===== src/rtl/fx_pkg.sv =====
// Shared definitions for the FX writeback slice: unit codes, XER bit map, FIFO entry record.
// Latency: n/a (types and constants only).
// Backpressure: n/a.
package fx_pkg;

    // Functional unit codes carried with every result
    localparam logic [1:0] UNIT_FX = 2'd0;
    localparam logic [1:0] UNIT_LS = 2'd1;
    localparam logic [1:0] UNIT_BR = 2'd2;
    localparam logic [1:0] UNIT_CR = 2'd3;

    // Architected XER bit positions
    localparam int XER_SO   = 32;
    localparam int XER_OV   = 33;
    localparam int XER_CA   = 34;
    localparam int XER_OV32 = 44;
    localparam int XER_CA32 = 45;

    // One buffered FX result; cr_bits is {LT, GT, EQ}, the fourth CR bit is never stored
    typedef struct packed {
        logic        r1_en;
        logic [5:0]  r1_addr;
        logic [63:0] r1_val;
        logic        r2_en;
        logic [5:0]  r2_addr;
        logic [63:0] r2_val;
        logic        cr_en;
        logic [2:0]  cr_bits;
        logic        xer_en;
        logic        ov;
        logic        ca;
        logic        ov32;
        logic        ca32;
    } fx_entry_t;

    // An entry needs two register-file cycles only when both GPR writes are requested
    function automatic logic is_dual(input fx_entry_t e);
        return e.r1_en & e.r2_en;
    endfunction

endpackage


===== src/rtl/fx_wb_fifo.sv =====
// Circular buffer of FX results with registered count, head visible combinationally.
// Latency: an entry pushed at edge k is at the head after edge k when the buffer was empty.
// Backpressure: caller must not push when full or pop when empty; full/empty come from flops.
module fx_wb_fifo import fx_pkg::*; #(
    parameter int DEPTH = 4
) (
    input  logic      clock_i,
    input  logic      reset_i,
    input  logic      push_vld,
    input  fx_entry_t push_dat,
    input  logic      pop_vld,
    output fx_entry_t head_dat,
    output logic      full,
    output logic      empty
);

    localparam int PW = $clog2(DEPTH);
    localparam int CW = PW + 1;

    fx_entry_t         mem [DEPTH];
    logic [PW-1:0]     wr_ptr;
    logic [PW-1:0]     rd_ptr;
    logic [CW-1:0]     count;

    assign head_dat = mem[rd_ptr];
    assign full     = (count == CW'(DEPTH));
    assign empty    = (count == '0);

    // Storage is data-only and needs no reset; validity is tracked by count
    always_ff @(posedge clock_i) begin
        if (push_vld) mem[wr_ptr] <= push_dat;
    end

    // Pointers wrap naturally because DEPTH is a power of two; push+pop leaves count unchanged
    always_ff @(posedge clock_i or negedge reset_i) begin
        if (!reset_i) begin
            wr_ptr <= '0;
            rd_ptr <= '0;
            count  <= '0;
        end else begin
            if (push_vld) wr_ptr <= wr_ptr + 1'b1;
            if (pop_vld)  rd_ptr <= rd_ptr + 1'b1;
            case ({push_vld, pop_vld})
                2'b10:   count <= count + 1'b1;
                2'b01:   count <= count - 1'b1;
                default: count <= count;
            endcase
        end
    end

endmodule


===== src/rtl/fx_writeback.sv =====
// Buffers FX results and serialises their GPR writes onto one register-file port, updating XER/CR0.
// Latency: first write appears on the registered outputs one cycle after acceptance; 1 or 2 cycles per entry.
// Backpressure: ready_o low when the buffer is full; a matching result offered while full is dropped and flagged.
module fx_writeback import fx_pkg::*; #(
    parameter int         FIFO_DEPTH = 4,
    parameter logic [1:0] FXUnitCode = UNIT_FX
) (
    input  logic        clock_i,
    input  logic        reset_i,
    input  logic        fxValid_i,
    input  logic [1:0]  functionalUnitCode_i,
    input  logic        reg1WritebackEnable_i,
    input  logic        reg2WritebackEnable_i,
    input  logic [5:0]  reg1WritebackAddress_i,
    input  logic [5:0]  reg2WritebackAddress_i,
    input  logic [63:0] reg1WritebackVal_i,
    input  logic [63:0] reg2WritebackVal_i,
    input  logic        conditionRegWriteEnable_i,
    input  logic [3:0]  conditionRegisterBits_i,
    input  logic        xerWriteEnable_i,
    input  logic        ov_i,
    input  logic        ca_i,
    input  logic        ov32_i,
    input  logic        ca32_i,
    output logic        ready_o,
    output logic        rfWriteEnable_o,
    output logic [5:0]  rfWriteAddress_o,
    output logic [63:0] rfWriteVal_o,
    output logic        crWriteEnable_o,
    output logic [3:0]  cr0_o,
    output logic [63:0] xer_o,
    output logic        dropError_o
);

    typedef enum logic [1:0] {IDLE, WR1, WR2} wb_state_t;

    wb_state_t state;
    logic      need_wr2;
    fx_entry_t in_dat;
    fx_entry_t head_dat;
    logic      full, empty;
    logic      unit_hit, push_vld, pop_vld;
    logic      launch_wr1, launch_wr2;
    logic      so_q, ov_q, ca_q, ov32_q, ca32_q, so_next;
    logic      cr_spare_unused;

    assign cr_spare_unused = conditionRegisterBits_i[0];

    assign unit_hit = fxValid_i && (functionalUnitCode_i == FXUnitCode);
    assign push_vld = unit_hit && !full;
    assign ready_o  = !full;

    // Pack the incoming result into a buffer entry
    always_comb begin
        in_dat         = '0;
        in_dat.r1_en   = reg1WritebackEnable_i;
        in_dat.r1_addr = reg1WritebackAddress_i;
        in_dat.r1_val  = reg1WritebackVal_i;
        in_dat.r2_en   = reg2WritebackEnable_i;
        in_dat.r2_addr = reg2WritebackAddress_i;
        in_dat.r2_val  = reg2WritebackVal_i;
        in_dat.cr_en   = conditionRegWriteEnable_i;
        in_dat.cr_bits = conditionRegisterBits_i[3:1];
        in_dat.xer_en  = xerWriteEnable_i;
        in_dat.ov      = ov_i;
        in_dat.ca      = ca_i;
        in_dat.ov32    = ov32_i;
        in_dat.ca32    = ca32_i;
    end

    fx_wb_fifo #(.DEPTH(FIFO_DEPTH)) u_fifo (
        .clock_i  (clock_i),
        .reset_i  (reset_i),
        .push_vld (push_vld),
        .push_dat (in_dat),
        .pop_vld  (pop_vld),
        .head_dat (head_dat),
        .full     (full),
        .empty    (empty)
    );

    // Choose what the next edge launches; an entry is popped on the edge that launches its last write
    always_comb begin
        launch_wr1 = 1'b0;
        launch_wr2 = 1'b0;
        pop_vld    = 1'b0;
        if (state == WR1 && need_wr2) begin
            launch_wr2 = 1'b1;
            pop_vld    = 1'b1;
        end else if (!empty) begin
            launch_wr1 = 1'b1;
            pop_vld    = !is_dual(head_dat);
        end
        so_next = so_q | (head_dat.xer_en & head_dat.ov);
    end

    // Drain FSM with registered register-file, XER and CR0 outputs
    always_ff @(posedge clock_i or negedge reset_i) begin
        if (!reset_i) begin
            state            <= IDLE;
            need_wr2         <= 1'b0;
            rfWriteEnable_o  <= 1'b0;
            rfWriteAddress_o <= '0;
            rfWriteVal_o     <= '0;
            crWriteEnable_o  <= 1'b0;
            cr0_o            <= '0;
            so_q             <= 1'b0;
            ov_q             <= 1'b0;
            ca_q             <= 1'b0;
            ov32_q           <= 1'b0;
            ca32_q           <= 1'b0;
        end else begin
            rfWriteEnable_o <= 1'b0;
            crWriteEnable_o <= 1'b0;
            if (launch_wr2) begin
                state            <= WR2;
                need_wr2         <= 1'b0;
                rfWriteEnable_o  <= 1'b1;
                rfWriteAddress_o <= head_dat.r2_addr;
                rfWriteVal_o     <= head_dat.r2_val;
            end else if (launch_wr1) begin
                state    <= WR1;
                need_wr2 <= is_dual(head_dat);
                if (head_dat.r1_en) begin
                    rfWriteEnable_o  <= 1'b1;
                    rfWriteAddress_o <= head_dat.r1_addr;
                    rfWriteVal_o     <= head_dat.r1_val;
                end else if (head_dat.r2_en) begin
                    rfWriteEnable_o  <= 1'b1;
                    rfWriteAddress_o <= head_dat.r2_addr;
                    rfWriteVal_o     <= head_dat.r2_val;
                end
                if (head_dat.xer_en) begin
                    so_q   <= so_next;
                    ov_q   <= head_dat.ov;
                    ca_q   <= head_dat.ca;
                    ov32_q <= head_dat.ov32;
                    ca32_q <= head_dat.ca32;
                end
                if (head_dat.cr_en) begin
                    crWriteEnable_o <= 1'b1;
                    cr0_o           <= {head_dat.cr_bits, so_next};
                end
            end else begin
                state    <= IDLE;
                need_wr2 <= 1'b0;
            end
        end
    end

    // Sticky overflow flag, cleared only by reset
    always_ff @(posedge clock_i or negedge reset_i) begin
        if (!reset_i)              dropError_o <= 1'b0;
        else if (unit_hit && full) dropError_o <= 1'b1;
    end

    // Place the XER status flops at their architected bit positions
    always_comb begin
        xer_o           = '0;
        xer_o[XER_SO]   = so_q;
        xer_o[XER_OV]   = ov_q;
        xer_o[XER_CA]   = ca_q;
        xer_o[XER_OV32] = ov32_q;
        xer_o[XER_CA32] = ca32_q;
    end

endmodule


===== config.mk =====
export PLATFORM = sky130hd
export DESIGN_NAME = fx_writeback
export DESIGN_NICKNAME = d
export VERILOG_FILES = /design/src/rtl/fx_pkg.sv /design/src/rtl/fx_wb_fifo.sv /design/src/rtl/fx_writeback.sv
export SDC_FILE = /design/constraint.sdc
export NUM_CORES = 1
export LEC_CHECK = 0
export BUFFER_PORTS_ARGS = -buffer_cell sky130_fd_sc_hd__buf_2
export CORE_MARGIN = 8
export CORE_UTILIZATION = 58
export DETAILED_ROUTE_END_ITERATION = 10
export PLACE_DENSITY = 0.8
export RECOVER_POWER = 25
export SYNTH_ARGS = -nofsm -noshare
export SYNTH_HDL_FRONTEND = slang
export SYNTH_SLANG_ARGS = --single-unit

===== constraint.sdc =====
create_clock -name clock_i -period 5.55 [get_ports clock_i]
set_clock_uncertainty 0.1 [all_clocks]
set_input_delay 0.2775 -clock clock_i [delete_from_list [all_inputs] [get_ports clock_i]]
set_output_delay 0.2775 -clock clock_i [all_outputs]
set_load 0.01 [all_outputs]

==> metrics.md, run 1 <==
| Metric | Value |
|---|---|
| Fmax | `0.284 GHz` |
| Synth unique cells | `32` |
| Num ports | `299` |
| Core Area | `about 46000 um^2` |
| Worst R2R Start | `u_fifo.rd_ptr[0]` |
| Clk Latency, worst-skew pair | `0.59 ns` |
| Final hold violations | `0` |
| Number of synthesized flops with an enable pin | `604` |
| FF+latch count, synth | `696` |
| Hold buffer count at cts | `154` |
| Fin Hold WS | `about 0.21 ns` |
| Port Buffer Count | `238` |
| Synth top area share | `0.670` |
| Pleak | `between 0.01 and 0.015 uW` |
| Relative slew slack | `0.341` |
| H-tree depth reported by CTS | `3` |
| DRC violations left | `0` |
| Top_reg_cell synth | `edfxtp_1` |
| CP max stage cell | `dfrtp_4` |
| M3 GR Usage | `0.0517` |
| Register area share after synthesis | `0.755` |
| Post-CTS Setup Bufs | `0` |
| Reg2Reg Setup Slack | `2.03 ns` |
| Via Count | `between 10000 and 15000` |
| Startpoint types | `register` |
| GRT met1 Usage | `0.250` |
| Num Clock Sinks | `696` |
| Routed Antenna Nets | `0` |
| Placer Congestion | `between 0.7 and 0.8` |
| Most frequent CP cell | `mux2_2` |
| Estimated wirelength of the detail-placed design | `29.9 mm` |
| WS Path Type | `register to register` |
| Worst Tran Pin Value | `~0.99 ns` |
| Critical path arrival | `3.89 ns` |
| Setup violators final | `0` |
| Worst Hold Class | `input port to async pin` |
| Final nets | `1743` |
| Synth Instances | `between 1000 and 1500` |
| Max-cap violation count | `0` |
| Largest net degree at the start of global routing | `~120` |
| Wirelength per Cell | `24.5 um` |
| Die footprint | `53800 um^2` |
| Met2 Usage GRT | `0.358` |
| Initial antenna violation count | `6` |
| Capturing point of the worst reg2reg path | `rfWriteVal_o[34]` |
| Setup_tns | `0 ns` |
| Iteration-0 DRC Markers | `984` |
| Total Power | `16300 uW` |
| Vias per inst | `5.70` |
| Chip width | `~230 um` |
| Count leader, synth | `edfxtp_1` |
| Tot GR Track Use | `0.204` |
| Starting density of the core | `0.584` |
| Status | `complete, no violations` |
| Leading area contributor after synthesis | `edfxtp_1` |
| TritonRoute pass-1 iters | `5` |
| Vias in the first global route | `between 10000 and 15000` |
| CTS tree | `done` |
| CP max stage delay | `0.89 ns` |
| Tcrit/Tclk final | `0.635` |
| Inserted Clock Buffers | `70` |
| Clock buffer depth | `3` |
| Setup crit end | `rfWriteVal_o[34]` |
| Power Dens Cells | `503 nW/um^2` |
| Clock tree root driver cell | `clkbuf_16` |
| Top cells by count, synth | `604 x edfxtp_1, 111 x mux4_2, 99 x mux2_2, 92 x dfrtp_1, 64 x buf_4` |
| FP Rows | `79` |
| Post-place setup slack | `between 1.5 and 2 ns` |
| Syn Area/Cell | `23.4 um^2` |
| Ranking of synthesized cells by area | `edfxtp_1 67%, mux4_2 9.2%, dfrtp_1 8.5%` |
| RSZ-0062 raised after global routing | `false` |
| Setup WS post-layout | `2.03 ns` |
| GR Overflow Total | `0` |
| Die H | `232 um` |
| Reg2reg path depth | `5` |
| Crit-path max FO | `36` |
| Async S/R FF share, synth | `0.132` |
| Final Slew Violations | `0` |
| Ys Warns | `0` |
| Total Wirelength | `~55 mm` |
| Critical path startpoint | `u_fifo.rd_ptr[0]` |
| Worst VDD drop | `414 uV` |
| Critical path cell sequence | `mux4_2 -> nand2_4 -> buf_4 -> mux2_2 -> mux2_2` |
| Area growth from synthesis to final layout | `19.3%` |
| First-pass GRT wire length | `83.0 mm` |
| Cts repair resizes | `0` |
| Share of cells above drive strength 1 | `0.324` |
| Synthesized cell area | `27100 um^2` |
| Layer with the highest usage | `met2` |
| CP Capture Type | `register` |
| Final min period | `3.52 ns` |
| Clk pin slew, worst setup/hold paths | `0.06 ns` |
| Final core occ | `0.697` |
| WP data required | `5.92 ns` |
-- critical path: cells and delay by family, from the launching register on --
kind,cells,cell delay [ns]
muxes,3,1.32
DFF,1,0.89
and+or+nand+nor,1,0.59
buffers and inverters,1,0.46
-- placed cells by master, fill, tap and decap left out, types with 10 or more instances in the layout --
cell / netlist / routed
clkbuf_1: 17 / 116
buf_2: 14 / 141
mux4_1: 40 / 40
mux2_2: 99 / 99
mux4_2: 111 / 111
edfxtp_1: 604 / 604
mux2_4: 49 / 49
dlygate4sd3_1: 0 / 154
buf_4: 64 / 10
clkbuf_16: 0 / 73
conb_1: 1 / 59
dfrtp_1: 92 / 90
-- layer usage --
metal  part of all wire  up-vias  routed length (um)
met3              0.066       91                3660
met2               0.52      466               28900
met5            0.00022        -                  12
met4              0.023        2                1270
li1                   -     5501                   -
met1               0.39     6735               21300
-- area by class of cell --
class                   count  area, um^2
multi-input cells         396        5940
repair buffers            407        2800
well taps                 607         759
clock inverters            25         297
fillers                  2732       14100
inverters                   9        33.8
clock buffers             101        2010
diodes                      5        12.5
flip-flops and latches    696       20400
-- how the worst min path moves through the flow --
| stage | startpoint | to | cells past startpoint |
|---|---|---|---|
| 5_1_grt | reset_i | rfWriteVal_o[44] | 2 |
| 3_3_place_gp | reset_i | rfWriteVal_o[43] | 1 |
| 4_1_cts | functionalUnitCode_i[0] | u_fifo.wr_ptr[0] | 4 |
| 2_1_floorplan | reset_i | ca32_q | 0 |
| 3_5_place_dp | reset_i | rfWriteVal_o[39] | 1 |
| 6_report | reset_i | rfWriteVal_o[43] | 2 |
-- kinds of logic after synthesis --
| family | after synthesis | synth area share |
|---|---|---|
| other cells | 1 | 0.000139 |
| xor+xnor | 6 | 0.00194 |
| compound gates | 6 | 0.00185 |
| fa+ha+maj | 6 | 0.00305 |
| flops | 696 | 0.755 |
| buf+inv | 122 | 0.0343 |
| simple gates | 18 | 0.00351 |
| mux | 301 | 0.200 |
-- flip-flops by register name, indices dropped and copies added, names as in the netlist, 2 cells and up --
register,count
cr0_o,4
rfWriteAddress_o,6
rfWriteVal_o,64
state,2
u_fifo.count,3
u_fifo.mem,604
u_fifo.rd_ptr,2
u_fifo.wr_ptr,2
-- stage by stage --
stage	std cells	area, um^2
after global routing	2245	32300
after global placement	1961	28600
after detailed placement	1961	28600
final	2246	32300
after CTS	2241	32400
after floorplan	1214	27300
-- power breakdown --
group	internal, uW	switching, uW
registers	6340	408
logic	2650	2160
clock network	2810	1890
Note: power is estimated with default switching activity, not from simulation.
==> run 2: changes to the inputs <==
==> constraint.sdc (replaced) <==
create_clock -name clock_i -period 3.3 [get_ports clock_i]
set_clock_uncertainty 0.1 [all_clocks]
set_input_delay 0.165 -clock clock_i [delete_from_list [all_inputs] [get_ports clock_i]]
set_output_delay 0.165 -clock clock_i [all_outputs]
set_load 0.01 [all_outputs]
==> run 2 against run 1 <==
  * Utilization up 0.23 points
  * Global-route usage down 0.088 points
  * Cell count up 0.40%
  * Fmax up 36%
  * Register-to-register slack worse by 1.3 ns
  * Power up 66%
  * Sequential cell count unchanged
  * Hold slack worse by 0.084 ns
  * Critical path depth up 4
  * Via count about the same
  * Critical path type unchanged
  * Critical endpoint is now u_fifo.count[2]
==> metrics.md, run 2 (synthesis gave the netlist of run 1 again) <==
| Metric | Value |
|---|---|
| Clock buffer depth | `3 (unchanged)` |
| Worst Tran Pin Value | `1.08 ns (+0.0948 ns)` |
| Post-place setup slack | `0.725 ns (-1.27 ns)` |
| Sw Pwr | `7400 uW (+66%)` |
| Largest regs | `u_fifo.mem (604), rfWriteVal_o (64), rfWriteAddress_o (6)` |
| Placer Congestion | `0.722 (+2.7%)` |
| FP Rows | `79 (unchanged)` |
| Cts repair resizes | `0 (unchanged)` |
| Estimated wirelength of the detail-placed design | `30.5 mm (+2.0%)` |
| Core Area | `46400 um^2 (unchanged)` |
| Pleak | `0.0114 uW (+0.29%)` |
| Crit-path max FO | `4 (-89%)` |
| Starting density of the core | `0.584 (unchanged)` |
| Initial antenna violation count | `7 (+1)` |
| Final nets | `1751 (+0.46%)` |
| Critical path arrival | `3.00 ns (-0.89 ns)` |
| Num Clock Sinks | `696 (unchanged)` |
| Total Power | `27000 uW (+66%)` |
| Inserted Clock Buffers | `68 (-2.9%)` |
| CTS tree | `done` |
| Part of the power in the clock network | `0.277 (-0.012)` |
| Port Buffer Count | `238 (unchanged)` |
| Clk pin slew, worst setup/hold paths | `0.06 ns (about the same)` |
| Largest net degree at the start of global routing | `140 (+18%)` |
| Share of cells above drive strength 1 | `0.323 (-0.000989)` |
| H-tree depth reported by CTS | `3 (unchanged)` |
| Final core occ | `0.699 (+0.00232)` |
| WS Path Type | `register to register` |
| Final Slew Violations | `0 (unchanged)` |
| Cells after DPL | `1971 (+0.51%)` |
| Iteration-0 DRC Markers | `991 (+0.71%)` |
| Final min period | `2.59 ns (-0.931 ns)` |
| Worst R2R Start | `u_fifo.rd_ptr[0]` |
| Critical path startpoint | `u_fifo.rd_ptr[0]` |
| Combinational Power Share | `0.309 (+0.013)` |
| Reg2reg path depth | `9 (+4)` |
| Hold Startpoint | `functionalUnitCode_i[0]` |
| Status | `complete, no violations` |
| Vias in the first global route | `13988 (+1.0%)` |
| WP data required | `3.71 ns (-2.21 ns)` |
| Fmax | `0.386 GHz (+36%)` |
| Routed Antenna Nets | `0 (unchanged)` |
| Tcrit/Tclk final | `0.786 (+0.151)` |
| First-pass GRT wire length | `82.7 mm (-0.37%)` |
| Via Count | `12799 (+0.031%)` |
| Worst Hold Class | `input port to register` |
| Setup WS post-layout | `0.707 ns (-1.32 ns)` |
| Min-Delay Endpoint | `u_fifo.wr_ptr[0]` |
| Max reg flops | `604 (unchanged)` |
| Worst VDD drop | `827 uV (+100%)` |
| Clock tree root driver cell | `clkbuf_16` |
| Capturing point of the worst reg2reg path | `u_fifo.count[2]` |
| RSZ-0062 raised after global routing | `false` |
| Num ports | `299 (unchanged)` |
| Die H | `232 um (unchanged)` |
| Max-cap violation count | `0 (unchanged)` |
| Final cell area excluding filler cells | `32400 um^2 (+0.33%)` |
| DRC violations left | `0 (unchanged)` |
| TritonRoute pass-1 iters | `5 (unchanged)` |
| Flop pwr share | `0.414 (about the same)` |
| Vias per inst | `5.68 (-0.37%)` |
| Leading cell type in the layout, fill and taps excluded | `edfxtp_1` |
| Reg2Reg Setup Slack | `0.71 ns (-1.32 ns)` |
| Worst hold stages | `4` |
| Clk Latency, worst-skew pair | `0.58 ns (about the same)` |
| Area growth from synthesis to final layout | `19.7%` |
| GR Overflow Total | `0 (unchanged)` |
| Power Dens Cells | `833 nW/um^2 (+66%)` |
| Startpoint types | `register` |
| P_int | `19600 uW (+66%)` |
| Tot GR Track Use | `0.203 (-0.000877)` |
| Relative slew slack | `0.278 (-0.0632)` |
| Layout Cells excl Fill | `2255 (+0.40%)` |
| Chip width | `232 um (unchanged)` |
| Die footprint | `53800 um^2 (unchanged)` |
| Biggest register | `u_fifo.mem` |
| CP Capture Type | `register` |
| Wirelength per Cell | `24.1 um (-1.7%)` |
| Setup violators final | `0 (unchanged)` |
| Placed Area | `28800 um^2 (+0.92%)` |
| # fillers | `2726 (-0.22%)` |
| Final hold violations | `0 (unchanged)` |
| Total Wirelength | `54.4 mm (-1.3%)` |
| Switching power share of the total | `0.274 (-0.000623)` |
| Most frequent cells in the layout | `604 x edfxtp_1, 154 x dlygate4sd3_1, 141 x buf_2` |
## run 2: power groups by stage
stage	sequential [uW]	combinational [uW]	clock (uW)
floorplan	11400	6220	0
global placement	11300	8030	0
detailed placement	11300	8230	0
CTS	11200	8470	7590
global route	11300	8910	7980
finish	11200	8350	7470
## run 2: worst max path at each step
stage	to	slack (ns)	cells past startpoint
floorplan	u_fifo.mem[0][0]	-0.06	5
global placement	u_fifo.count[2]	0.71	9
detailed placement	u_fifo.count[2]	0.72	9
CTS	u_fifo.count[2]	0.71	9
global route	u_fifo.count[2]	0.64	9
finish	u_fifo.count[2]	0.71	9
## run 2: cell type report
class,count,area [um^2],area share
timing repair buffer,417,3070,0.0946
antenna,9,22.5,0.000695
inverter,9,33.8,0.00104
multi-input combinational,396,5940,0.183
sequential,696,20400,0.631
clock inverter,27,240,0.00741
tap,607,759,0.0234
clock buffer,94,1900,0.0587
## run 2: layer usage
metal,wire length [um],track usage,share of wire
met3,3680,0.0456,0.068
met4,1130,0.0649,0.021
met2,28300,0.349,0.52
met1,21300,0.257,0.39
met5,13,0,0.00024
## run 2: stage by stage
stage,setup TNS [ns],hold slack (ns)
global placement,0,0.275
floorplan,-38.49,-0.231
global route,0,0.116
finish,0,0.129
detailed placement,0,0.282
CTS,0,0.0872
## run 2: repair_timing
item	in CTS	in global routing
hold endpoints to repair	664	0
hold buffers	154	0
setup buffers	0	0
## run 2: worst max-delay path, stage by stage (launching register included)
cell	delay, ns
dfrtp_4	0.47
mux4_2	0.58
a21oi_1	0.19
or2_2	0.16
ha_1	0.17
inv_1	0.06
fa_1	0.37
xor2_1	0.15
nor2_1	0.11
xor2_1	0.15
==> run 3: changes to the inputs <==
--- a/config.mk
+++ b/config.mk
@@ -5,11 +5,12 @@
 export SDC_FILE = /design/constraint.sdc
 export NUM_CORES = 1
 export LEC_CHECK = 0
+export ABC_AREA = 1
 export BUFFER_PORTS_ARGS = -buffer_cell sky130_fd_sc_hd__buf_2
 export CORE_MARGIN = 8
-export CORE_UTILIZATION = 58
+export CORE_UTILIZATION = 53
 export DETAILED_ROUTE_END_ITERATION = 10
-export PLACE_DENSITY = 0.8
+export PLACE_DENSITY = 0.77
 export RECOVER_POWER = 25
 export SYNTH_ARGS = -nofsm -noshare
 export SYNTH_HDL_FRONTEND = slang
==> constraint.sdc (replaced) <==
create_clock -name clock_i -period 2.08 [get_ports clock_i]
set_clock_uncertainty 0.1 [all_clocks]
set_input_delay 0.104 -clock clock_i [delete_from_list [all_inputs] [get_ports clock_i]]
set_output_delay 0.104 -clock clock_i [all_outputs]
set_load 0.01 [all_outputs]
==> run 3 against run 2 <==
  * The flow now finishes with violations (setup timing)
  * Setup slack got worse by 0.82 ns
  * Cell count rose by 64%
  * Sequential power rose by 58%
  * Synthesized cell count rose by 120%
  * Power rose by 87%
  * Sequential cell count did not move
  * Register-to-register slack got worse by 0.82 ns
  * Critical path depth rose by 7
  * Hold slack got worse by 0.10 ns
  * Largest cell class unchanged
==> metrics.md, run 3 <==
| Metric | Value |
|---|---|
| Placer Congestion | `0.770 (+6.7%)` |
| P_int | `31100 uW (+59%)` |
| Synth top area share | `0.636 (-0.0336)` |
| Initial antenna violation count | `11 (+4)` |
| Area growth from synthesis to final layout | `22.1%` |
| Leading cell type in the layout, fill and taps excluded | `nand2_1` |
| Routed Antenna Nets | `0 (unchanged)` |
| Total Wirelength | `75.0 mm (+38%)` |
| Clock buffer depth | `3 (unchanged)` |
| Via Count | `20438 (+60%)` |
| Relative slew slack | `0.319 (+0.0416)` |
| Ys Warns | `0 (unchanged)` |
| RSZ-0062 raised after global routing | `true` |
| Wirelength per Cell | `20.3 um (-16%)` |
| CTS tree | `done` |
| Top Family by Delay on Critical Path | `buffers and inverters` |
| FP Rows | `85 (+7.6%)` |
| Most frequent cells in the layout | `1026 x nand2_1, 604 x edfxtp_1, 432 x nand3_1` |
| Setup violators final | `15 (+15)` |
| Core Area | `53500 um^2 (+15%)` |
| Synth unique cells | `27 (-16%)` |
| Leading area contributor after synthesis | `edfxtp_1` |
| Top_reg_cell synth | `edfxtp_1` |
| Die H | `248 um (+6.8%)` |
| Tot GR Track Use | `0.230 (+0.0272)` |
| Top cells by count, synth | `1043 x nand2_1, 604 x edfxtp_1, 435 x nand3_1, 97 x buf_2, 92 x dfrtp_1` |
| Die footprint | `61500 um^2 (+14%)` |
| Starting density of the core | `0.533 (-0.0512)` |
| Layout Cells excl Fill | `3705 (+64%)` |
| Tcrit/Tclk final | `1.06 (+0.270)` |
| Fmax | `0.455 GHz (+18%)` |
| Final core occ | `0.651 (-0.0485)` |
| Async S/R FF share, synth | `0.132 (unchanged)` |
| Critical path cell sequence | `inv_8 -> nand2_2 -> nand2_1 -> nand2_1 -> nand2_1 -> nand2_2 -> nand2_2 -> nand2_4 -> buf_4 -> buf_4 -> buf_4 -> buf_4 -> buf_4 -> buf_4 -> nand2_2 -> nand2_2` |
| Num Clock Sinks | `696 (unchanged)` |
| Syn Area/Cell | `11.2 um^2 (-52%)` |
| Total Power | `50500 uW (+87%)` |
| Port Buffer Count | `238 (unchanged)` |
| Worst R2R Start | `u_fifo.rd_ptr[0]` |
| CP max stage cell | `dfrtp_4` |
| Area of the multi-input gates | `6870 um^2 (+16%)` |
| Number of synthesized flops with an enable pin | `604 (unchanged)` |
| H-tree depth reported by CTS | `3 (unchanged)` |
| Register Area | `20400 um^2 (unchanged)` |
| Iteration-0 DRC Markers | `1837 (+85%)` |
| Startpoint types | `register` |
| Buffers and inverters on the worst path | `7 (+6)` |
| Worst Tran Pin Value | `1.02 ns (-0.0657 ns)` |
| Post-place setup slack | `-0.193 ns (-0.918 ns)` |
| Count leader, synth | `nand2_1` |
| Final nets | `3104 (+77%)` |
| Num ports | `299 (unchanged)` |
| GR Overflow Total | `0 (unchanged)` |
| Cells after DPL | `3387 (+72%)` |
| Clock tree root driver cell | `clkbuf_16` |
| Power Dens Cells | `1450 nW/um^2 (+74%)` |
| Switching power share of the total | `0.384 (+0.110)` |
| Final hold violations | `0 (unchanged)` |
| CP max stage delay | `0.55 ns (-0.03 ns)` |
| Flop pwr share | `0.351 (-0.063)` |
| Status | `finished with violations` |
| Hold Startpoint | `fxValid_i` |
| Max reg flops | `604 (unchanged)` |
| TritonRoute pass-1 iters | `8 (+3)` |
| CP Capture Type | `register` |
| WS Path Type | `register to register` |
| DRC violations left | `0 (unchanged)` |
| Most frequent CP cell | `buf_4` |
| Part of the power in the clock network | `0.249 (-0.028)` |
| Biggest register | `u_fifo.mem` |
| Pleak | `0.0142 uW (+24%)` |
| Critical path arrival | `2.60 ns (-0.40 ns)` |
| Worst Hold Class | `input port to register` |
| Share of cells above drive strength 1 | `0.124 (-0.200)` |
| Synthesized cell area | `28500 um^2 (+5.3%)` |
| Setup WS post-layout | `-0.116 ns (-0.823 ns)` |
| Sw Pwr | `19400 uW (+160%)` |
| # fillers | `3727 (+37%)` |
| Ranking of synthesized cells by area | `edfxtp_1 64%, nand2_1 14%, dfrtp_1 8.1%` |
| Worst VDD drop | `1300 uV (+57%)` |
| FF+latch count, synth | `696 (unchanged)` |
| Synth Instances | `2540 (+120%)` |
| WP data required | `2.48 ns (-1.23 ns)` |
| Final min period | `2.20 ns (-0.397 ns)` |
| Failing checks | `setup timing` |
| Final Slew Violations | `0 (unchanged)` |
| Combinational Power Share | `0.400 (+0.091)` |
| Max-cap violation count | `0 (unchanged)` |
| First-pass GRT wire length | `110 mm (+33%)` |
| Inserted Clock Buffers | `72 (+5.9%)` |
| Estimated wirelength of the detail-placed design | `39.0 mm (+28%)` |
| Critical path startpoint | `u_fifo.rd_ptr[0]` |
| Vias per inst | `5.52 (-2.8%)` |
| Clk Latency, worst-skew pair | `0.61 ns (+0.03 ns)` |
| Vias in the first global route | `20331 (+45%)` |
| Largest net degree at the start of global routing | `143 (+2.1%)` |
| Clk pin slew, worst setup/hold paths | `0.06 ns (about the same)` |
| Register area share after synthesis | `0.717 (-0.0379)` |
| Chip width | `248 um (+6.8%)` |
| Setup_tns | `-0.618 ns (-0.618 ns)` |
| Largest regs | `u_fifo.mem (604), rfWriteVal_o (64), rfWriteAddress_o (6)` |
| Crit-path max FO | `7 (+3)` |
run 3: cell types whose count changed after synthesis, sizes merged, moves of 4 or more:
cell / previous run / this run
nand2: 4 / 1046
mux4: 151 / 0
and2: 4 / 0
nor2: 5 / 22
o22ai: 0 / 6
buf: 96 / 190
inv: 9 / 92
o21ai: 2 / 18
mux2: 148 / 0
nand3: 0 / 435
run 3: cells by family (layout without fill, tap and decap cells):
| kind of cell | count (synthesis) | in the layout | share of synthesized area |
|---|---|---|---|
| other | 1 | 68 | 0.000132 |
| AO/OA/AOI/OAI | 28 | 28 | 0.00535 |
| buffers and inverters | 300 | 702 | 0.0556 |
| flip-flops | 696 | 696 | 0.717 |
| XOR/XNOR | 4 | 4 | 0.00123 |
| adder cells (fa/ha/maj) | 6 | 6 | 0.00290 |
| AND/OR/NAND/NOR | 1505 | 1505 | 0.218 |
run 3: what timing repair did:
item                                   4_1_cts  5_1_grt
gates cloned                                 2        6
setup endpoints to repair                   75       77
hold buffers                               158        0
endpoints found under the hold margin      699        0
setup buffers                                9        1
pin swaps                                    8        3
gates resized for setup                     29       25
run 3: area by class of cell:
cell class,instances,area share
Antenna cell,9,0.000647
Sequential cell,696,0.588
Tap cell,696,0.0250
Timing Repair Buffer,477,0.112
Clock buffer,102,0.0610
Clock inverter,31,0.00611
Inverter,92,0.0103
Multi-Input combinational cell,1602,0.197
run 3: final timing paths:
kind                            cells after the start  slack, ns                to
worst min register to register                      2       0.38              ov_q
worst min-delay path                                5       0.03  u_fifo.wr_ptr[1]
max in group asynchronous                           3       0.46  u_fifo.rd_ptr[1]
worst max-delay path                               16      -0.12  u_fifo.rd_ptr[1]
worst max register to register                     16      -0.12  u_fifo.rd_ptr[1]
min in group asynchronous                           4       0.57  rfWriteVal_o[55]
run 3: per-stage QoR:
stage | instance area (um^2) | hold slack (ns)
finish | 34800 | 0.0286
global placement | 30500 | -0.0592
floorplan | 28800 | -0.292
global route | 34800 | 0.0466
CTS | 34700 | 0.0125
detailed placement | 30500 | -0.0570
run 3: tightest hold or removal path: stages:
cell and delay, ns:
buf_2 0.09, nor3b_2 0.15, buf_4 0.15, nand2_8 0.12, a21oi_1 0.08
run 3: power by group through the flow:
stage,combinational (uW),clock [uW],sequential [uW]
after floorplan,12000,0,18200
after global placement,17500,0,17900
after detailed placement,18000,0,18000
after CTS,19100,12700,17700
after global routing,22200,13300,17800
final,20200,12600,17700
run 3: per-layer routing:
metal	wire length [um]	GRT usage	vias to the layer above
met3	6400	0.0397	200
met5	54	0	-
met4	2610	0.106	8
li1	-	-	9293
met2	37700	0.399	1098
met1	28300	0.281	9839
